File: src/rtl/lowampa_bq_coeff_loader.sv
// Wishbone master that broadcasts one biquad coefficient set into selected low-amplitude trigger chains.
// Optional readback-verify of every coefficient write: define LOWAMPA_BQ_LOADER_READBACK_EN.
module lowampa_bq_coeff_loader #(
  parameter int          NCOEFF     = 8,
  parameter logic [7:0]  COEF_BASE  = 8'h00,
  parameter logic [7:0]  UPDATE_ADR = 8'h80,
  parameter int          TIMEOUT    = 255,
  parameter int          RTY_LIMIT  = 3,
  localparam int         IW         = (NCOEFF > 1) ? $clog2(NCOEFF) : 1
) (
  input  logic          wb_clk_i,
  input  logic          wb_rst_i,
  input  logic          start_i,
  input  logic [7:0]    chan_mask_i,
  input  logic          coef_we_i,
  input  logic [IW-1:0] coef_idx_i,
  input  logic [31:0]   coef_dat_i,
  output logic          busy_o,
  output logic          done_o,
  output logic          err_o,
  output logic [2:0]    err_chan_o,
  output logic [2:0]    err_code_o,
  output logic          wb_cyc_o,
  output logic          wb_stb_o,
  output logic          wb_we_o,
  output logic [21:0]   wb_adr_o,
  output logic [31:0]   wb_dat_o,
  output logic [3:0]    wb_sel_o,
  input  logic          wb_ack_i,
  input  logic          wb_err_i,
  input  logic          wb_rty_i,
  input  logic [31:0]   wb_dat_i
);

  typedef enum logic [2:0] {S_IDLE, S_ISSUE, S_WAIT, S_GAP, S_COMMIT, S_FINISH, S_ABORT} state_t;
  typedef enum logic [1:0] {K_WR, K_RD, K_CM} kind_t;

  state_t        state, state_n;
  kind_t         kind_q;
  logic [7:0]    mask_q;
  logic [2:0]    chan_q;
  logic [IW-1:0] kidx;
  logic          again_q;
  logic [7:0]    rty_cnt;
  logic [15:0]   tmo_cnt;
  logic [31:0]   coef_mem [NCOEFF];

  logic          xfer, last_k, rty_ok;
  logic [2:0]    code_n;
  logic [7:0]    hi_mask, loc;
  logic [31:0]   wdat;

  function automatic logic [2:0] lowest(input logic [7:0] m);
    lowest = 3'd0;
    for (int i = 7; i >= 0; i--)
      if (m[i]) lowest = 3'(i);
  endfunction

  assign xfer    = (state == S_ISSUE) || (state == S_WAIT) || (state == S_COMMIT);
  assign last_k  = (32'(kidx) == 32'(NCOEFF - 1));
  // channels above the current one that are still to be loaded
  assign hi_mask = mask_q & ~((8'd2 << chan_q) - 8'd1);
  assign loc     = (kind_q == K_CM) ? UPDATE_ADR : COEF_BASE + 8'({kidx, 2'b00});
  assign wdat    = (kind_q == K_CM) ? 32'h1 : coef_mem[kidx];

  always_comb begin
    state_n = state;
    code_n  = 3'd0;
    rty_ok  = 1'b0;
    case (state)
      S_IDLE:
        if (start_i) state_n = (chan_mask_i == 8'h00) ? S_FINISH : S_ISSUE;
      S_ISSUE, S_COMMIT, S_WAIT: begin
        if (wb_err_i) begin
          state_n = S_ABORT; code_n = 3'd1;
        end else if (wb_rty_i) begin
          if (rty_cnt == 8'(RTY_LIMIT)) begin
            state_n = S_ABORT; code_n = 3'd3;
          end else begin
            state_n = S_GAP; rty_ok = 1'b1;
          end
        end else if (wb_ack_i) begin
          if (kind_q == K_RD && wb_dat_i != wdat) begin
            state_n = S_ABORT; code_n = 3'd4;
          end else begin
            state_n = S_GAP;
          end
        end else if (tmo_cnt == 16'(TIMEOUT - 1)) begin
          state_n = S_ABORT; code_n = 3'd2;
        end else begin
          state_n = S_WAIT;
        end
      end
      S_GAP: begin
        if (again_q) state_n = (kind_q == K_CM) ? S_COMMIT : S_ISSUE;
        else begin
          case (kind_q)
`ifdef LOWAMPA_BQ_LOADER_READBACK_EN
            K_WR:    state_n = S_ISSUE;
`else
            K_WR:    state_n = last_k ? S_COMMIT : S_ISSUE;
`endif
            K_RD:    state_n = last_k ? S_COMMIT : S_ISSUE;
            default: state_n = (hi_mask == 8'h00) ? S_FINISH : S_ISSUE;
          endcase
        end
      end
      default: state_n = S_IDLE;
    endcase
  end

  always_ff @(posedge wb_clk_i) begin
    if (wb_rst_i) begin
      state      <= S_IDLE;
      kind_q     <= K_WR;
      mask_q     <= 8'h00;
      chan_q     <= 3'd0;
      kidx       <= '0;
      again_q    <= 1'b0;
      rty_cnt    <= 8'd0;
      tmo_cnt    <= 16'd0;
      err_o      <= 1'b0;
      err_chan_o <= 3'd0;
      err_code_o <= 3'd0;
      for (int i = 0; i < NCOEFF; i++) coef_mem[i] <= 32'h0;
    end else begin
      state   <= state_n;
      tmo_cnt <= xfer ? tmo_cnt + 16'd1 : 16'd0;
      if (state == S_IDLE && coef_we_i && 32'(coef_idx_i) < 32'(NCOEFF))
        coef_mem[coef_idx_i] <= coef_dat_i;
      if (state == S_IDLE && start_i) begin
        mask_q     <= chan_mask_i;
        chan_q     <= lowest(chan_mask_i);
        kidx       <= '0;
        kind_q     <= K_WR;
        again_q    <= 1'b0;
        rty_cnt    <= 8'd0;
        err_o      <= 1'b0;
        err_chan_o <= 3'd0;
        err_code_o <= 3'd0;
      end
      if (xfer && rty_ok) begin
        again_q <= 1'b1;
        rty_cnt <= rty_cnt + 8'd1;
      end
      if (xfer && state_n == S_ABORT) begin
        err_o      <= 1'b1;
        err_code_o <= code_n;
        err_chan_o <= chan_q;
      end
      // a retried transfer keeps its position; anything else advances and re-arms the retry budget
      if (state == S_GAP) begin
        if (again_q) again_q <= 1'b0;
        else begin
          rty_cnt <= 8'd0;
          case (kind_q)
            K_WR: begin
`ifdef LOWAMPA_BQ_LOADER_READBACK_EN
              kind_q <= K_RD;
`else
              if (last_k) kind_q <= K_CM;
              else kidx <= kidx + IW'(1);
`endif
            end
            K_RD: begin
              if (last_k) kind_q <= K_CM;
              else begin
                kind_q <= K_WR;
                kidx   <= kidx + IW'(1);
              end
            end
            default: begin
              chan_q <= lowest(hi_mask);
              kidx   <= '0;
              kind_q <= K_WR;
            end
          endcase
        end
      end
    end
  end

  // an empty mask still reports busy alongside its done pulse
  assign busy_o   = (state != S_IDLE) && !(state == S_FINISH && mask_q != 8'h00);
  assign done_o   = (state == S_FINISH);
  assign wb_cyc_o = xfer;
  assign wb_stb_o = xfer;
  assign wb_we_o  = xfer && (kind_q != K_RD);
  assign wb_adr_o = xfer ? {9'b0, chan_q, 2'b00, loc} : 22'h0;
  assign wb_dat_o = xfer ? wdat : 32'h0;
  assign wb_sel_o = xfer ? 4'hF : 4'h0;

endmodule

File: config.mk
export PLATFORM = sky130hd
export DESIGN_NAME = lowampa_bq_coeff_loader
export DESIGN_NICKNAME = d
export VERILOG_FILES = /design/src/rtl/lowampa_bq_coeff_loader.sv
export SDC_FILE = /design/constraint.sdc
export NUM_CORES = 1
export LEC_CHECK = 0
export CAP_MARGIN = 15
export CORE_MARGIN = 2
export CORE_UTILIZATION = 30
export CTS_CLUSTER_DIAMETER = 150
export DETAILED_ROUTE_END_ITERATION = 8
export DONT_BUFFER_PORTS = 1
export HOLD_SLACK_MARGIN = 0.03
export PLACE_DENSITY = 0.48
export REMOVE_ABC_BUFFERS = 1
export SETUP_SLACK_MARGIN = 0.2
export SLEW_MARGIN = 20
export SYNTH_ARGS = -nofsm -noshare
export SYNTH_HDL_FRONTEND = slang
export SYNTH_SLANG_ARGS = --single-unit
File: constraint.sdc
create_clock -name wb_clk_i -period 7 [get_ports wb_clk_i]
set_input_delay 1.05 -clock wb_clk_i [delete_from_list [all_inputs] [get_ports wb_clk_i]]
set_output_delay 1.05 -clock wb_clk_i [all_outputs]
set_load 0.05 [all_outputs]
# Word-level counts from Yosys, hierarchy flattened
# Memories as Yosys holds them, arrays and structs flattened. A register that Yosys moved wholly into a read port is not among the register bits.
# Index checks and enable logic that the tools add are counted.
# W data, S select, Z words.
[totals] wordCells=138 reg_bits=51 in_bits=82 n_memories=1 ramBits=256 output_inout_bits=70
[classes] reduce_logical=22 add_sub_neg=4 n_mux=83 n_shift=1 bitwise=3 eq_ne=13
[mem_list] memory="coef_mem" depth=8 word_bits=32 rd=1 rd_ports_with_merged_regs=1 write_ports=8 line="46" text="logic [31:0] coef_mem [NCOEFF];"
[ops] cell="$mux W3" count=48
[ops] cell="$mux W32" count=3
[ops] cell="$mux W8" count=5
[ops] cell="$ne A32 B32 Y1" count=1
[ops] cell="$reduce_or A32 Y1" count=1
[ops] cell="$add A16 B1 Y16 const B" count=1
[ops] cell="$eq A16 B8 Y1 const B" count=1
[ops] cell="$logic_not A8 Y1" count=2
[ops] cell="$mux W1" count=16
[ops] cell="$mux W2" count=7
[ops] cell="$mux W13" count=1
[ops] cell="$eq A3 B3 Y1 const B" count=4
[ops] cell="$pmux W3 S3" count=1
[ops] cell="$add A8 B1 Y8 const B" count=1
[ops] cell="$and A8 B8 Y8" count=1
[ops] cell="$eq A8 B2 Y1 const B" count=1
[ops] cell="$logic_and A1 B1 Y1" count=8
[ops] cell="$not A8 Y8" count=1
[ops] cell="$reduce_bool A8 Y1" count=1
[ops] cell="$shl A2 B3 Y8 const A" count=1
[ops] cell="$sub A8 B1 Y8 const B" count=1
[ops] cell="$eq A3 B2 Y1 const B" count=2
[ops] cell="$mux W4" count=1
[ops] cell="$pmux W2 S2" count=1
[ops] cell="14 further kinds" count=16

# Longest topological paths before layout
[depth] word_depth=15 ltp_mapped=14

# Worst setup path after synthesis
# Ideal clock, no wire load.
[synth_path] kind="flip-flop to output port" startpoint="register state[2]" endpoint="output port wb_dat_o[17]" path_buffers=2 path_slack_ps=1997 required_ps=5950 path_stages_with_launch=8 arrival_ps=3953 path_cell_list="dfxtp_1 > clkbuf_1 > o21ai_0 > o21ai_1 > clkinv_1 > nand2_1 > clkbuf_1 > a2111oi_0"
[synth_between] elab_chain_len=4 elab_cells_between_ends=6 classes_between="3 x eq/ne; 1 x mux; 2 x reduce/logical"
[synth_rtl] item="start, declared" line="38" text="state_t state, state_n;"
[synth_rtl] item="start signal, assigned" line="127" text="state <= state_n;"
[synth_rtl] item="$eq A3 B1 Y1 or $eq A3 B2 Y1 (tied branches)" line="59" text="assign xfer = (state == S_ISSUE) || (state == S_WAIT) || (state == S_COMMIT);"
[synth_rtl] item="$logic_or A1 B1 Y1" line="59"
[synth_rtl] item="$logic_or A1 B1 Y1 *" line="59"
[synth_rtl] item="via wb_cyc_o" line="23" text="output logic wb_cyc_o,"
[synth_rtl] item="$mux W32 *" line="190" text="assign wb_dat_o = xfer ? wdat : 32'h0;"
[synth_rtl] item="end, declared" line="27" text="output logic [31:0] wb_dat_o,"
# Mark *: on every way through the listed nets, which the timed path passes. The rest lies on a longest branch.

# Worst setup path after layout
[layout_path] startpoint="register kind_q[0]" endpoint="output port wb_dat_o[1]"
[layout_between] elab_chain_len=3
[layout_rtl] item="start, declared" line="39" text="kind_t kind_q;"
[layout_rtl] item="start signal, assigned" line="115" text="kind_q <= K_WR;"
[layout_rtl] item="start signal, assigned" line="135" text="kind_q <= K_WR;"
[layout_rtl] item="start signal, assigned" line="161" text="if (last_k) kind_q <= K_CM;"
[layout_rtl] item="$eq A2 B2 Y1" line="64" text="assign wdat = (kind_q == K_CM) ? 32'h1 : coef_mem[kidx];"
[layout_rtl] item="$mux W32" line="64"
[layout_rtl] item="$mux W32" line="190"
# No other way between the ends.

==> run metrics <==
Max-cap violations=0; Initial Util=30.4%; ANT nets after route=0; Cells after Synth=1226; Total Nets Final=1307; post-CTS sizing=0; Post-synth EDFFs=256; Leak=6.04 nW; met3 track demand over resource=4.25%; Net Switching=0.00175 W; Worst Setup Path Type=register to output port; Setup WS post-layout=2540 ps; Seq pwr share=41.8%; leading cell type in the layout, fill and taps excluded=and2_1; DP Worst Slack=2660 ps; unrepaired setup endpoints after global routing=false; Max-slew headroom=26.9%; post-synth cell types=74; Comb pwr share=22.5%; CTS root buf=clkbuf_16; global routing's busiest layer=met2; Critical Path AT=3410 ps; Yosys warnings=0; Top FF cell, synth=edfxtp_1; first-pass GRT wire length=65.1 mm; mapped cell area=0.0152 mm²; Buf+Inv Stages, Crit Path=0; Sink Count=307; footprint of the multi-input gates=0.00612 mm²; Pint=0.00346 W; slew at the pin closest to its max-slew limit=1090 ps; Fillers=4981; vias per cell=4.97; Yosys reg bits=307; Clock Skew=24.8 ps; CP required=5950 ps; Critical Path Stages=3; WHS Path Cells=2; critical path fanouts, max=31; PortBufs=0; critical path's largest stage delay=1080 ps; grt ovf=0; Slew Limit Fails=0; antenna violations before repair=1; CP Capture Type=output port; # rows=82; Starting DRT DRC Count=745; Fin Hold WS=465 ps; CTS buffer count=37; final wirelength=43.3 mm; met1 usage=22.3%; fraction of layout cells with a size suffix above 1=13.1%; syn_area_per_cell=12.4 µm²; crit-path leading delay family=simple AND/OR/NAND/NOR gates; outcome=finished, final reports clean; dpl hpwl=25.6 mm; CTS tree=built; GR Util met2=26.2%; Net Sw Frac=33.6%; Slowest cell on crit path=nor2_1; Worst-Skew Late Latency=550 ps; worst vdd ir=0.313 mV; register area=0.00871 mm²; WL/cell=22.6 µm; GP Congestion=0.749; Worst-path clk slew=50 ps; post-layout min period=4460 ps; H-tree levels=2; Die ar.=0.0525 mm²; n_diodes=0; Worst Reg2Reg Path Length in Cells=10; Post-CTS Setup Inserts=0; worst hold path class=register to register; leading cell types in the layout, fill and taps excluded=and2_1 (261), edfxtp_1 (256), nor2_1 (87), nand2_1 (58), mux2i_1 (56); Area Growth Syn to Fin=12.7%; deepest clock path buffer count=3; I/O pin cnt=152; largest net degree at the start of global routing=40; crit path cell chain=nand2b_1 -> nand2_2 -> nor2_1; startpoint class of the critical path=register; Clk pwr share=35.7%; ys async rst share=0%; die height=229 µm; core area=0.0501 mm²; hold buffer count at CTS=0; pwr dens=304 mW/mm²; Final Cycle Share=63.6%; register area share after synthesis=57.3%; die width=229 µm; DRC viols=0; detailed-router iteration count before antenna repair=5; fmax=224 MHz; Final setup viols=0; number of global-route vias before repair=9930; Total Routing Usage GR=16.6%; final hold vios=0; via count=9527
routing by layer:
metal,part of all wire (%),vias to the layer above
li1,-,4414
met1,45,4822
met2,46,227
met3,6.0,64
met4,2.8,0
met5,0,-
Yosys cell counts (3+ instances only):
cell type	instances	share of area (%)
and3_1	11	0.45
xnor2_1	19	1.1
nor4_1	8	0.33
a2111oi_0	6	0.35
o21ai_0	13	0.43
buf_6	6	0.44
and4_1	5	0.29
buf_2	6	0.20
nand2_1	59	1.5
or4b_1	3	0.20
ha_1	6	0.49
nor2b_1	10	0.41
clkbuf_1	49	1.2
xor2_1	20	1.2
a31oi_1	8	0.33
o32ai_1	8	0.46
or3_1	5	0.21
inv_1	16	0.40
edfxtp_1	256	51
or2_2	4	0.16
nand3b_1	4	0.20
a211oi_1	6	0.30
nor4b_1	4	0.23
buf_1	3	0.074
nand2b_1	8	0.33
dfxtp_1	51	6.7
mux4_2	44	6.5
mux2i_1	56	3.7
nand4_1	11	0.45
a22oi_1	13	0.64
mux2_2	7	0.52
and2_1	261	11
a21oi_1	36	1.2
nor2_1	94	2.3
a22o_1	5	0.29
buf_4	23	1.1
nand3_1	15	0.49
nor3_1	18	0.59
worst paths after layout:
path,slack [ps],endpoint,startpoint
worst max-delay path,2540,wb_dat_o[1],kind_q[0]
worst min-delay path,470,mask_q[0],mask_q[0]
worst max register to register,2730,err_code_o[1],kidx[1]
worst min register to register,470,mask_q[0],mask_q[0]
worst register-to-register path: stages, from the launching register on:
cell     delay [ps]
dfxtp_2         910
buf_4           530
mux4_2          390
mux2i_1         440
xnor2_1         120
o32a_1          300
o32ai_1         220
and4_1          350
nand4_2         250
a31oi_4         300
mux2_1          340
cell families (layout without fill, tap and decap cells):
family	after synthesis	count (layout)	share of synthesized area, %
mux	109	109	10.9
xor+xnor	39	39	2.25
simple gates	533	533	19.6
other cells	1	15	0.0247
fa+ha+maj	6	6	0.494
flops	307	307	57.3
buf+inv	107	113	3.74
compound gates	124	124	5.73
cell type report:
cell class | instances | area share, %
Tap cell | 672 | 4.91
Timing Repair Buffer | 29 | 1.34
Multi-Input combinational cell | 826 | 35.7
Sequential cell | 307 | 50.9
Clock buffer | 56 | 6.13
Inverter | 18 | 0.402
Clock inverter | 10 | 0.614
sequential cells by signal, summed over array words and instances, names as in the netlist:
register and count:
coef_mem 256, tmo_cnt 16, mask_q 8, rty_cnt 8, chan_q 3, err_chan_o 3, err_code_o 3, kidx 3
state 3, kind_q 2, again_q 1, err_o 1
power by group through the flow:
stage / combinational, W / sequential, W / clock [W]
4_1_cts: 0.00119 / 0.00218 / 0.00191
6_report: 0.00117 / 0.00218 / 0.00186
5_1_grt: 0.00125 / 0.00219 / 0.00198
3_5_place_dp: 0.00118 / 0.00222 / 0
3_3_place_gp: 0.00118 / 0.00221 / 0
2_1_floorplan: 0.000870 / 0.00221 / 0
through the flow:
stage	utilization (%)	std cells	cell area, µm²	total power, W	TNS [ps]
after global routing	34.2	1918	17100	0.00542	0
after floorplan	-	1151	14700	0.00308	-1340
after global placement	31.9	1852	16000	0.00339	0
final	34.2	1918	17100	0.00521	0
after CTS	34.2	1918	17100	0.00528	0
after detailed placement	31.9	1852	16000	0.00340	0
(Power assumes the default switching activity.)
==> variant, RTL diff (same flow settings) <==
Encoding of `state_t`: now one-hot (7 bits for 7 states).
--- a/src/rtl/lowampa_bq_coeff_loader.sv
+++ b/src/rtl/lowampa_bq_coeff_loader.sv
@@ -33,5 +33,5 @@
 );
 
-  typedef enum logic [2:0] {S_IDLE, S_ISSUE, S_WAIT, S_GAP, S_COMMIT, S_FINISH, S_ABORT} state_t;
+  typedef enum logic [6:0] {S_IDLE = 7'b0000001, S_ISSUE = 7'b0000010, S_WAIT = 7'b0000100, S_GAP = 7'b0001000, S_COMMIT = 7'b0010000, S_FINISH = 7'b0100000, S_ABORT = 7'b1000000} state_t;
   typedef enum logic [1:0] {K_WR, K_RD, K_CM} kind_t;
 
Function: same outputs for any inputs over 4 cycles, from zero or initial values and one cycle with wb_rst_i high; so few cycles prove little.
==> variant against the original RTL <==
Hold slack worse by 0.014 ns; routed wire length up 3.9%; worst setup slack worse by 0.70 ns; sequential cell count rose by 4; final area rose by 1.4%; cell count grew 3.6%; first-iteration DRC count shrank 27%; area after synthesis is 2.0% higher; non-clock buffer count is 6 lower; synthesized cell count grew 6.0%.
Power is not compared: it rests on default switching activity, and its combinational part moved more than twofold at a synthesized area within 25%.
==> variant: results (changes against the original RTL) <==
Run status
  • Status: finished, final reports clean

Placement
  • GP Congestion: 0.784 (+4.6%)
  • Pre-CTS setup slack: 2.28 ns (-0.384 ns)
  • Post-Place Cells: 1,918 (+3.6%)
  • DPL Wire Length: 26,300 um (+2.7%)

Worst setup path
  • Worst r2r dst: err_o
  • Critical path arrival: 4.10 ns (+0.69 ns)
  • Max incr delay on CP: 0.89 ns (-0.19 ns)
  • Setup crit end: wb_dat_o[6]
  • Critical path launch point: state[1]
  • FF-to-FF setup slack: 2.62 ns (-0.11 ns)

Global routing
  • Largest net degree at the start of global routing: 60 (+50%)
  • GRT Total Usage: 0.169 (+0.00255)

Layout
  • Layout cells sized above 1: 0.111 (-0.0199)
  • Area occupied by multi-input gates: 6230 sq um (+1.8%)
  • Register area: 8790 sq um (+0.93%)
  • Multi-input gate count: 892 (+8.0%)
  • Fill count: 5,063 (+1.6%)
  • Clk_buf instances: 50 (-11%)
  • Nets@finish: 1,367 (+4.6%)
  • Inverters, non-clock: 12 (-6)

Floorplan
  • Area of the die: 53,500 sq um (+1.9%)

Yosys
  • XOR/XNOR Fraction of Synth Area: 0.0266 (+0.00409)
  • Cell variety after synth: 66 (-11%)
  • Mean Syn Cell Area: 11.9 sq um (-3.8%)
  • Compound-Gate Fraction of Synth Area: 0.0333 (-0.0240)
  • Post-synth top cells: and2_1 (264), edfxtp_1 (256), mux2i_1 (100), nor2_1 (95), nor3_1 (91)

Route
  • DRT iter0 DRCs: 543 (-27%)
  • Routed len/inst: 22.6 um (+0.33%)
  • Routed WL: 45,000 um (+3.9%)

Clock network
  • Clock Sinks: 311 (+1.3%)

STA
  • Worst Skew: 0.0170 ns (-0.00780 ns)
variant: routing by layer:
layer | up-vias | GRT usage | part of all wire
li1 | 4604 | - | -
met1 | 4869 | 0.225 | 0.45
met5 | - | 0 | 0
met3 | 51 | 0.0360 | 0.055
met2 | 230 | 0.274 | 0.47
met4 | 0 | 0.0542 | 0.024
variant: how the worst min path moves through the flow:
stage	startpoint	endpoint	slack [ns]	cells after the start
floorplan	tmo_cnt[0]	tmo_cnt[0]	0.43	1
global placement	tmo_cnt[0]	tmo_cnt[0]	0.44	1
detailed placement	mask_q[0]	mask_q[0]	0.44	2
CTS	mask_q[0]	mask_q[0]	0.45	2
global route	mask_q[0]	mask_q[0]	0.48	2
finish	mask_q[0]	mask_q[0]	0.45	2
variant: report_power, final:
group | switching (mW) | internal (mW) | total [mW]
logic | 0.162 | 0.0679 | 0.230
registers | 0.0225 | 2.07 | 2.09
clock network | 0.798 | 1.19 | 1.99
